--- config.mk ---
export PLATFORM = sky130hd
export DESIGN_NAME = axis_dac_stream_player
export DESIGN_NICKNAME = d
export VERILOG_FILES = /design/src/rtl/axis_dac_pkg.sv /design/src/rtl/axis_dac_beat_fifo.sv /design/src/rtl/axis_dac_stream_player.sv
export SDC_FILE = /design/constraint.sdc
export NUM_CORES = 1
export LEC_CHECK = 0
export ABC_CLOCK_PERIOD_IN_PS = 4050
export CORE_MARGIN = 8
export CORE_UTILIZATION = 42
export DETAILED_ROUTE_END_ITERATION = 10
export GPL_TIMING_DRIVEN = 0
export PLACE_DENSITY = 0.7
export SLEW_MARGIN = 20
export SYNTH_ARGS = -nofsm -noshare
export SYNTH_HDL_FRONTEND = slang
export SYNTH_SLANG_ARGS = --single-unit
--- constraint.sdc ---
create_clock -name S_AXIS_ACLK -period 4.05 [get_ports S_AXIS_ACLK]
set_clock_uncertainty 0.2 [all_clocks]
set_input_delay 0.405 -clock S_AXIS_ACLK [delete_from_list [all_inputs] [get_ports S_AXIS_ACLK]]
set_output_delay 0.405 -clock S_AXIS_ACLK [all_outputs]
set_load 0.02 [all_outputs]
--- src/rtl/axis_dac_pkg.sv ---
// Shared types and helpers for the AXI-Stream DAC player: state encoding,
// midscale constant and lane extraction from a packed stream beat.
package axis_dac_pkg;

    typedef enum logic [1:0] {
        ST_IDLE    = 2'd0,
        ST_PREFILL = 2'd1,
        ST_PLAY    = 2'd2,
        ST_TEST    = 2'd3
    } dac_state_e;

    localparam int MAX_DATA_W = 1024;
    localparam int MAX_LANE_W = 64;

    function automatic logic [MAX_LANE_W-1:0] midscale(input int dac_w);
        return (MAX_LANE_W'(1) << (dac_w - 1)) - MAX_LANE_W'(1);
    endfunction

    // Lane 0 sits in the LSBs; callers truncate to the DAC width.
    function automatic logic [MAX_LANE_W-1:0] lane_extract(input logic [MAX_DATA_W-1:0] data,
                                                           input int idx, input int lane_w);
        logic [MAX_DATA_W-1:0] sh;
        sh = data >> (idx * lane_w);
        return sh[MAX_LANE_W-1:0];
    endfunction

endpackage

--- src/rtl/axis_dac_beat_fifo.sv ---
// Synchronous first-word-fall-through beat FIFO with flush. MSB of each entry
// is the TLAST flag; has_last_o reports whether any stored beat carries it.
module axis_dac_beat_fifo #(
    parameter int WIDTH = 33,
    parameter int DEPTH = 16
) (
    input  logic                    clk_i,
    input  logic                    rst_ni,
    input  logic                    flush_i,
    input  logic                    push_i,
    input  logic [WIDTH-1:0]        push_data_i,
    input  logic                    pop_i,
    output logic [WIDTH-1:0]        rd_data_o,
    output logic [$clog2(DEPTH):0]  level_o,
    output logic                    full_o,
    output logic                    empty_o,
    output logic                    has_last_o
);
    localparam int AW = $clog2(DEPTH);
    localparam logic [AW:0] FULL_LVL = DEPTH[AW:0];

    logic [WIDTH-1:0] mem_q [DEPTH];
    logic [AW-1:0]    wr_ptr_q, rd_ptr_q;
    logic [AW:0]      level_q, last_cnt_q;
    logic             push_ok, pop_ok, push_last, pop_last;

    assign full_o     = (level_q == FULL_LVL);
    assign empty_o    = (level_q == '0);
    assign level_o    = level_q;
    assign has_last_o = (last_cnt_q != '0);
    assign rd_data_o  = mem_q[rd_ptr_q];
    assign push_ok    = push_i && !full_o;
    assign pop_ok     = pop_i && !empty_o;
    assign push_last  = push_ok && push_data_i[WIDTH-1];
    assign pop_last   = pop_ok && rd_data_o[WIDTH-1];

    always_ff @(posedge clk_i) begin
        if (push_ok) mem_q[wr_ptr_q] <= push_data_i;
    end

    always_ff @(posedge clk_i or negedge rst_ni) begin
        if (!rst_ni) begin
            wr_ptr_q   <= '0;
            rd_ptr_q   <= '0;
            level_q    <= '0;
            last_cnt_q <= '0;
        end else if (flush_i) begin
            wr_ptr_q   <= '0;
            rd_ptr_q   <= '0;
            level_q    <= '0;
            last_cnt_q <= '0;
        end else begin
            if (push_ok) wr_ptr_q <= wr_ptr_q + AW'(1);
            if (pop_ok)  rd_ptr_q <= rd_ptr_q + AW'(1);
            level_q    <= level_q + {{AW{1'b0}}, push_ok} - {{AW{1'b0}}, pop_ok};
            last_cnt_q <= last_cnt_q + {{AW{1'b0}}, push_last} - {{AW{1'b0}}, pop_last};
        end
    end

endmodule

--- src/rtl/axis_dac_stream_player.sv ---
// AXI4-Stream slave that buffers packed sample beats and plays them lane by
// lane to a DAC at a divided sample rate, with prefill, underrun and ramp test.
module axis_dac_stream_player
    import axis_dac_pkg::*;
#(
    parameter int C_S_AXIS_TDATA_WIDTH = 32,
    parameter int LANE_WIDTH           = 16,
    parameter int DAC_WIDTH            = 14,
    parameter int FIFO_DEPTH           = 16,
    parameter int PREFILL_BEATS        = 4,
    parameter int DIV_WIDTH            = 8
) (
    input  logic                                S_AXIS_ACLK,
    input  logic                                S_AXIS_ARESETN,
    input  logic                                streamEnable,
    input  logic                                testMode,
    input  logic [DIV_WIDTH-1:0]                rateDiv,
    output logic                                S_AXIS_TREADY,
    input  logic [C_S_AXIS_TDATA_WIDTH-1:0]     S_AXIS_TDATA,
    input  logic [C_S_AXIS_TDATA_WIDTH/8-1:0]   S_AXIS_TSTRB,
    input  logic                                S_AXIS_TLAST,
    input  logic                                S_AXIS_TVALID,
    output logic [DAC_WIDTH-1:0]                DAC_data,
    output logic                                sample_strobe,
    output logic                                ClockToDAC,
    output logic [1:0]                          state,
    output logic [$clog2(FIFO_DEPTH):0]         fifo_level,
    output logic [15:0]                         underrun_count
);
    localparam int SPB   = C_S_AXIS_TDATA_WIDTH / LANE_WIDTH;
    localparam int LW    = (SPB > 1) ? $clog2(SPB) : 1;
    localparam int LVL_W = $clog2(FIFO_DEPTH) + 1;
    localparam int FW    = C_S_AXIS_TDATA_WIDTH + 1;
    localparam logic [DAC_WIDTH-1:0] MID         = DAC_WIDTH'(midscale(DAC_WIDTH));
    localparam logic [LVL_W-1:0]     PREFILL_LVL = PREFILL_BEATS[LVL_W-1:0];
    localparam logic [LW-1:0]        LAST_LANE   = LW'(SPB - 1);

    dac_state_e               state_q;
    logic [DAC_WIDTH-1:0]     dac_q, ramp_q, lane_sample;
    logic                     strobe_q;
    logic [DIV_WIDTH-1:0]     div_q, rate_q;
    logic [LW-1:0]            lane_q;
    logic [15:0]              underrun_q;

    logic [FW-1:0]            fifo_rd;
    logic                     fifo_full, fifo_empty, fifo_has_last;
    logic                     push, pop, flush, tick, last_lane;
    logic                     unused_tstrb;

    assign unused_tstrb  = ^S_AXIS_TSTRB;
    assign S_AXIS_TREADY = S_AXIS_ARESETN && streamEnable && !fifo_full;
    assign push          = S_AXIS_TVALID && S_AXIS_TREADY;
    assign flush         = !streamEnable && (state_q != ST_TEST);
    assign tick          = (div_q == rate_q);
    assign last_lane     = (lane_q == LAST_LANE);
    assign pop           = (state_q == ST_PLAY) && streamEnable && tick && !fifo_empty && last_lane;
    assign lane_sample   = DAC_WIDTH'(lane_extract(MAX_DATA_W'(fifo_rd[FW-2:0]), 32'(lane_q), LANE_WIDTH));

    axis_dac_beat_fifo #(.WIDTH(FW), .DEPTH(FIFO_DEPTH)) u_fifo (
        .clk_i       (S_AXIS_ACLK),
        .rst_ni      (S_AXIS_ARESETN),
        .flush_i     (flush),
        .push_i      (push),
        .push_data_i ({S_AXIS_TLAST, S_AXIS_TDATA}),
        .pop_i       (pop),
        .rd_data_o   (fifo_rd),
        .level_o     (fifo_level),
        .full_o      (fifo_full),
        .empty_o     (fifo_empty),
        .has_last_o  (fifo_has_last)
    );

    // Behavioural stand-in for an ODDR with D1=0, D2=1: the DAC sees an inverted clock.
    assign ClockToDAC = ~S_AXIS_ACLK;

    always_ff @(posedge S_AXIS_ACLK or negedge S_AXIS_ARESETN) begin
        if (!S_AXIS_ARESETN) begin
            state_q    <= ST_IDLE;
            dac_q      <= MID;
            strobe_q   <= 1'b0;
            div_q      <= '0;
            rate_q     <= '0;
            lane_q     <= '0;
            ramp_q     <= MID;
            underrun_q <= '0;
        end else begin
            strobe_q <= 1'b0;
            case (state_q)
                ST_IDLE: begin
                    div_q  <= '0;
                    rate_q <= rateDiv;
                    lane_q <= '0;
                    ramp_q <= MID;
                    dac_q  <= MID;
                    if (testMode)          state_q <= ST_TEST;
                    else if (streamEnable) state_q <= ST_PREFILL;
                end
                ST_PREFILL: begin
                    div_q  <= '0;
                    rate_q <= rateDiv;
                    if (!streamEnable) begin
                        state_q <= ST_IDLE;
                        lane_q  <= '0;
                        dac_q   <= MID;
                    end else if (fifo_level >= PREFILL_LVL || fifo_has_last) begin
                        state_q <= ST_PLAY;
                    end
                end
                ST_PLAY: begin
                    if (!streamEnable) begin
                        state_q <= ST_IDLE;
                        lane_q  <= '0;
                        dac_q   <= MID;
                    end else if (tick) begin
                        div_q  <= '0;
                        rate_q <= rateDiv;
                        if (fifo_empty) begin
                            if (underrun_q != 16'hFFFF) underrun_q <= underrun_q + 16'd1;
                            dac_q   <= MID;
                            state_q <= ST_PREFILL;
                        end else begin
                            dac_q    <= lane_sample;
                            strobe_q <= 1'b1;
                            if (last_lane) begin
                                lane_q <= '0;
                                if (fifo_rd[FW-1]) state_q <= ST_IDLE;
                            end else begin
                                lane_q <= lane_q + LW'(1);
                            end
                        end
                    end else begin
                        div_q <= div_q + DIV_WIDTH'(1);
                    end
                end
                ST_TEST: begin
                    if (!testMode) begin
                        state_q <= ST_IDLE;
                        dac_q   <= MID;
                    end else if (tick) begin
                        div_q    <= '0;
                        rate_q   <= rateDiv;
                        dac_q    <= ramp_q;
                        ramp_q   <= ramp_q + DAC_WIDTH'(1);
                        strobe_q <= 1'b1;
                    end else begin
                        div_q <= div_q + DIV_WIDTH'(1);
                    end
                end
                default: state_q <= ST_IDLE;
            endcase
        end
    end

    assign DAC_data       = dac_q;
    assign sample_strobe  = strobe_q;
    assign state          = state_q;
    assign underrun_count = underrun_q;

endmodule

==> reports/results.ini, run 1 <==
[synthesis]
synth_top_family_by_area=multiplexers
synth_edf_count=464
synth_ff_type=edfxtp_1
synth_area_leaders=edfxtp_1, mux4_2, dfrtp_1
synth_compound_area_share_pct=2.88
syn_inst=1170
yosys.area.top_type=edfxtp_1
ys_seq_area_share_pct=72.2
netlist_area_um2=22200
synth_mux_area_share_pct=15.0
synth-seq-cells=546
async_reset_ff_share_pct=15.0
synth_top_area_share_pct=62.8
synth-xor-area-share_pct=1.82
yosysUniqueCellTypes=65
yosys_warnings=0
syn_area_per_cell_um2=19.0
synth_fp_nets=1243
synth_simple_gate_area_share_pct=4.85
synthAdderAreaFrac_pct=1.36

[clocking]
cts_buffers=55
cts_max_level=2
clkTransAtPathRegs_ns=0.06
cts-root-buf=clkbuf_16
cts_tree=built
clock_path_buffers=3
clkLatencyLatePin_ns=0.60

[critical_path]
worstReg2RegEnd=u_fifo.last_cnt_q[4]$_DFF_PN0_
startpoint_type=clock port
critical_path_required_ns=3.44
critPathMaxFanout=13
path_class=clk2out
r2r-start=u_fifo.rd_ptr_q[1]$_DFFE_PN0P_
rr_worst_depth=15
crit_arrival_ns=3.25
critPathCaptureType=primary output
reg2reg_slack_ns=0.40

[place]
portBuffers=81
dp_worst_setup_slack_ns=0.0299
place_hpwl_um=34600
gp_congestion=0.775

[pwr]
clockPowerShare_pct=36.7
power_switching_mw=3.29
p_int_mw=9.71
p_comb_share_pct=12.6
ir_drop_uv=374
leakagePower_nw=8.52
seqPwrFrac_pct=50.7
p_per_area_nw_per_um2=499
p_total_mw=13.0
p_sw_share_pct=25.3

[floorplanning]
die_height_um=246
ios=90
start_util_pct=42.3
core_area_um2=52400
die-area_um2=60400
die_w_um=246
std_cell_rows=84

[timing]
setup_tns_ns=0
slew_headroom_pct=24.2
rsz0062_at_grt=no
hold_viol=0
fin_ws_ns=0.198
slew_violations=0
setup_viol=0
tightest_slew_ns=1.13

[route]
vias=11600
via_per_inst=5.59
drtIter0Drc=978
wl_per_cell_um=24.4
antenna_left=0
first_pass_iters=7
drc=0
routed_wl_um=50600

[grt]
overflow=0
grt_pass1_wl_um=76700
grtUsageTotal_pct=16.8
antenna_found_initial=2
grt_max_degree=44
grt_pass1_vias=12100

[final_layout]
drive_above_1_share_pct=25.3
multi_input_area_um2=5820
final-seq-area_um2=16000
syn_to_final_growth_pct=17.4
fillers=4197
post-route-util_pct=49.7
fin_nets=1410

[min_path]
hp-class=in2async

[job]
cap_violations=0

[outcome]
outcome=finished clean

## placed cells by master, fill, tap and decap left out, drive strengths merged, types with 10 or more instances in the layout
| cell | count |
|---|---|
| clkbuf | 82 |
| nand2 | 50 |
| mux2 | 30 |
| mux4 | 118 |
| a21oi | 13 |
| edfxtp | 464 |
| xnor2 | 20 |
| and2 | 10 |
| dfrtp | 56 |
| o21ai | 27 |
| buf | 71 |
| mux2i | 33 |
| ha | 21 |
| inv | 30 |
| nand3 | 17 |
| clkdlybuf4s50 | 80 |
| nand4 | 20 |
| and3 | 15 |
| clkinv | 25 |
| xor2 | 26 |
| dfstp | 26 |
| nor2 | 37 |
## metrics by stage
| stage | cell area, um2 | hold WS (ns) | instances |
|---|---|---|---|
| 6_report | 26000 | 0.160 | 2070 |
| 4_1_cts | 26000 | 0.159 | 2070 |
| 5_1_grt | 26000 | 0.204 | 2069 |
| 2_1_floorplan | 22200 | -0.0906 | 1170 |
| 3_3_place_gp | 23900 | 0.272 | 1939 |
| 3_5_place_dp | 24400 | 0.252 | 1968 |
## kinds of logic after synthesis
kind of cell | after synthesis
and+or+nand+nor | 194
xor gates and xnor gates | 46
adders and majority gates | 23
DFF | 546
AOI/OAI and AO/OA | 95
buffers and inverters | 85
muxes | 181
## worst max path at each step
stage / from / endpoint / slack [ns] / cells past startpoint
2_1_floorplan: u_fifo.level_o[2]$_DFF_PN0_ / u_fifo.mem_q[4][0]$_DFFE_PP_ / -0.51 / 7
3_3_place_gp: S_AXIS_ARESETN / u_fifo.mem_q[6][3]$_DFFE_PP_ / -5.77 / 7
3_5_place_dp: streamEnable / u_fifo.last_cnt_q[4]$_DFF_PN0_ / 0.03 / 16
4_1_cts: u_fifo.rd_ptr_q[1]$_DFFE_PN0P_ / u_fifo.last_cnt_q[4]$_DFF_PN0_ / 0.02 / 16
5_1_grt: div_q[2]$_DFFE_PN0P_ / u_fifo.last_cnt_q[4]$_DFF_PN0_ / 0.11 / 17
6_report: S_AXIS_ACLK / ClockToDAC / 0.20 / 5
## layer usage
| layer | track usage (%) | vias up | routed length, um |
|---|---|---|---|
| met5 | 0 | - | 13 |
| met1 | 21.5 | 6080 | 20300 |
| met4 | 5.21 | 2 | 1320 |
| li1 | - | 5020 | - |
| met3 | 2.92 | 86 | 3140 |
| met2 | 28.8 | 386 | 25800 |
## final cells by class
type                    count  share of cell area (%)
clock buffers              68                    5.50
inverters                  27                   0.389
plain buffers              56                    1.21
well taps                 688                    3.30
clock inverters            35                   0.946
flip-flops and latches    546                    61.5
diodes                      1                 0.00961
multi-input cells         539                    22.3
repair buffers            110                    4.82
## sequential cells by signal (all words and copies together), names as in the netlist
name               flops
u_fifo.rd_ptr_q        4
rate_q                 8
u_fifo.mem_q         464
u_fifo.wr_ptr_q        4
u_fifo.last_cnt_q      5
ramp_q                14
sample_strobe          1
DAC_data              14
underrun_count        16
div_q                  8
lane_q                 1
state                  2
u_fifo.level_o         5
## cell usage after synthesis, drive strengths merged (17+ instances only)
master,number
mux2,30
mux2i,33
xnor2,20
buf,42
xor2,26
nor2,37
ha,21
mux4,118
o21ai,27
dfrtp,56
nand3,17
nand2,50
dfstp,26
nand4,20
inv,28
edfxtp,464
## power groups by stage
stage               Sequential (mW)  Clock (mW)  Combinational [mW]
floorplan                      6.73      0.0177               0.939
global placement               6.69      0.0366                1.56
detailed placement             6.70      0.0366                1.63
CTS                            6.58        4.85                1.64
global route                   6.61        5.04                1.80
finish                         6.59        4.77                1.64
## critical path: stages
cell and delay [ns]:
clkbuf_16 0.16, clkbuf_16 0.22, clkbuf_16 0.18, inv_1 0.05, clkdlybuf4s50_1 0.60
## timing repair
item	CTS	global route
setup buffers	0	0
hold buffers	1	0
setup endpoints to repair	0	2
endpoints found under the hold margin	41	0
gates resized for setup	0	1
(Power assumes the default switching activity.)
==> inputs of run 2 (changes only) <==
- CORE_MARGIN: 8 -> 2
==> run 2 against run 1 <==
Total power rose by 5.0%. Wire length fell by 1.5%. Final cell count is essentially flat. Non-clock buffer count stayed put. Register-to-register slack about the same. Critical endpoint unchanged. Clock power up 14%. Critical path depth stayed put.
==> reports/results.ini, run 2 (synthesis results as in run 1) <==
[clocking]
clkTransAtPathRegs_ns=0.06  ; about the same
clkLatencyLatePin_ns=0.60  ; about the same
cts_max_level=2  ; unchanged
cts_tree=built
cts-root-buf=clkbuf_16
clock_path_buffers=3  ; unchanged
cts_buffers=55  ; unchanged

[pwr]
p_int_mw=10.3  ; +6.5%
ir_drop_uv=313  ; -16%
power_switching_mw=3.30  ; +0.42%
clockPowerShare_pct=39.7  ; +3.0 points
leakagePower_nw=8.66  ; +1.6%
p_per_area_nw_per_um2=518  ; +3.9%
p_sw_share_pct=24.2  ; -1.1 points
seqPwrFrac_pct=48.3  ; -2.4 points
p_comb_share_pct=12.0  ; -0.6 points

[place]
place_hpwl_um=33300  ; -3.7%
dp_worst_setup_slack_ns=0.0206  ; -0.00922 ns
gp_congestion=0.822  ; +6.1%
portBuffers=81  ; unchanged
place_area_um2=24400  ; unchanged

[critical_path]
cpPeakStageDelay_ns=0.60  ; about the same
crit_arrival_ns=3.25  ; about the same
path_class=clk2out
crit_top_cell=clkbuf_16
startpoint_type=clock port
critPathCaptureType=primary output
slowest_stage=clkdlybuf4s50_1
critical_path_required_ns=3.44  ; about the same
critPathMaxFanout=14  ; +1
path_cells=clkbuf_16 > clkbuf_16 > clkbuf_16 > inv_1 > clkdlybuf4s50_1

[floorplanning]
std_cell_rows=84  ; unchanged
start_util_pct=42.3  ; unchanged
die-area_um2=54700  ; -9.5%
ios=90  ; unchanged
die_height_um=234  ; -4.9%
die_w_um=234  ; -4.9%
core_area_um2=52400  ; unchanged

[route]
first_pass_iters=5  ; -2
vias=11600  ; -0.017%
routed_wl_um=49800  ; -1.5%
antenna_left=0  ; unchanged
drtIter0Drc=1206  ; +23%
drc=0  ; unchanged
wl_per_cell_um=24.0  ; -1.5%
via_per_inst=5.58  ; -0.11%

[timing]
fin_ws_ns=0.198  ; +0.000634 ns
rsz0062_at_grt=no
slew_violations=0  ; unchanged
tightest_slew_ns=0.947  ; -0.180 ns
setup_viol=0  ; unchanged
slew_headroom_pct=36.3  ; +12 points
hold_viol=0  ; unchanged

[final_layout]
regMostFlops=u_fifo.mem_q
final_common_cell=edfxtp_1
drive_above_1_share_pct=25.8  ; +0.52 points
final_area_um2=26300  ; +1.0%
syn_to_final_growth_pct=18.6
final_cell_mix=edfxtp_1, mux4_2, clkdlybuf4s50_1
fin_nets=1410  ; unchanged
largest_reg_flops=464  ; unchanged
n_antenna_cell=0  ; -1

[min_path]
hp-class=in2async

[outcome]
outcome=finished clean

[grt]
grt_pass1_vias=11900  ; -1.8%
grt_max_degree=49  ; +11%
overflow=0  ; unchanged
grt_pass1_wl_um=75000  ; -2.2%
grtUsageTotal_pct=18.7  ; +1.9 points
antenna_found_initial=1  ; -1

[job]
cap_violations=0  ; unchanged

==> run 2: changes by cell type in the layout (fill, tap and decap cells not counted), moves of 2 or more <==
cell and change:
buf_4 +2, buf_6 -2, bufinv_16 +9, clkbuf_1 -6
clkbuf_8 +2, clkinv_4 -3, clkinvlp_2 -2
==> run 2: worst max-delay path, delay by kind of cell <==
family,cells,cell delay [ns]
buffers and inverters,5,1.22
==> run 2: layout make-up <==
| type | count | area (um2) |
|---|---|---|
| plain buffers | 56 | 314 |
| clock buffers | 65 | 1460 |
| clock inverters | 41 | 488 |
| fillers | 4160 | 26100 |
| inverters | 27 | 101 |
| multi-input cells | 539 | 5820 |
| flip-flops and latches | 546 | 16000 |
| well taps | 688 | 861 |
| repair buffers | 110 | 1260 |
==> run 2: path summary, 6_finish.rpt <==
check / from / to / slack, ns / cells after the start
setup / recovery: S_AXIS_ACLK / ClockToDAC / 0.20 / 5
hold / removal: S_AXIS_ARESETN / underrun_count[9]$_DFFE_PN0P_ / 0.11 / 2
setup reg to reg: u_fifo.rd_ptr_q[1]$_DFFE_PN0P_ / u_fifo.last_cnt_q[4]$_DFF_PN0_ / 0.40 / 15
hold reg to reg: DAC_data[2]$_DFFE_PN1P_ / DAC_data[2]$_DFFE_PN1P_ / 0.28 / 2
max in group asynchronous: S_AXIS_ARESETN / DAC_data[4]$_DFFE_PN1P_ / 2.85 / 3
min in group S_AXIS_ACLK: rateDiv[3] / rate_q[3]$_DFFE_PN0P_ / 0.23 / 2
==> run 2: power by group through the flow <==
stage                     sequential [mW]  clock (mW)  combinational (mW)
after floorplan                      6.73      0.0177               0.939
after CTS                            6.58        5.50                1.63
after detailed placement             6.70      0.0366                1.62
after global placement               6.69      0.0366                1.56
after global routing                 6.61        5.72                1.79
final                                6.59        5.42                1.63
==> run 2: per-layer routing <==
metal | wire, um | track usage (%) | up-vias
li1 | - | - | 5030
met1 | 20400 | 24.6 | 6072
met2 | 25000 | 31.6 | 384
met3 | 3150 | 3.54 | 84
met4 | 1260 | 5.60 | 2
met5 | 8 | 0 | -
==> run 2: timing repair <==
action,in CTS,in global routing
hold endpoints to repair,66,0
gates resized for setup,0,1
setup buffers,0,0
hold buffers,1,0
endpoints found under the setup margin,0,2
==> run 2: stage by stage <==
step | setup TNS [ns] | power (mW) | hold WS (ns) | util [%] | cells
6_report | 0 | 13.6 | 0.111 | 50.2 | 2072
3_5_place_dp | 0 | 8.36 | 0.193 | 46.5 | 1968
4_1_cts | 0 | 13.7 | 0.0991 | 50.2 | 2073
5_1_grt | 0 | 14.1 | 0.155 | 50.2 | 2072
3_3_place_gp | -1935.60 | 8.29 | 0.269 | 45.5 | 1939
2_1_floorplan | -59.74 | 7.69 | -0.0906 | - | 1170
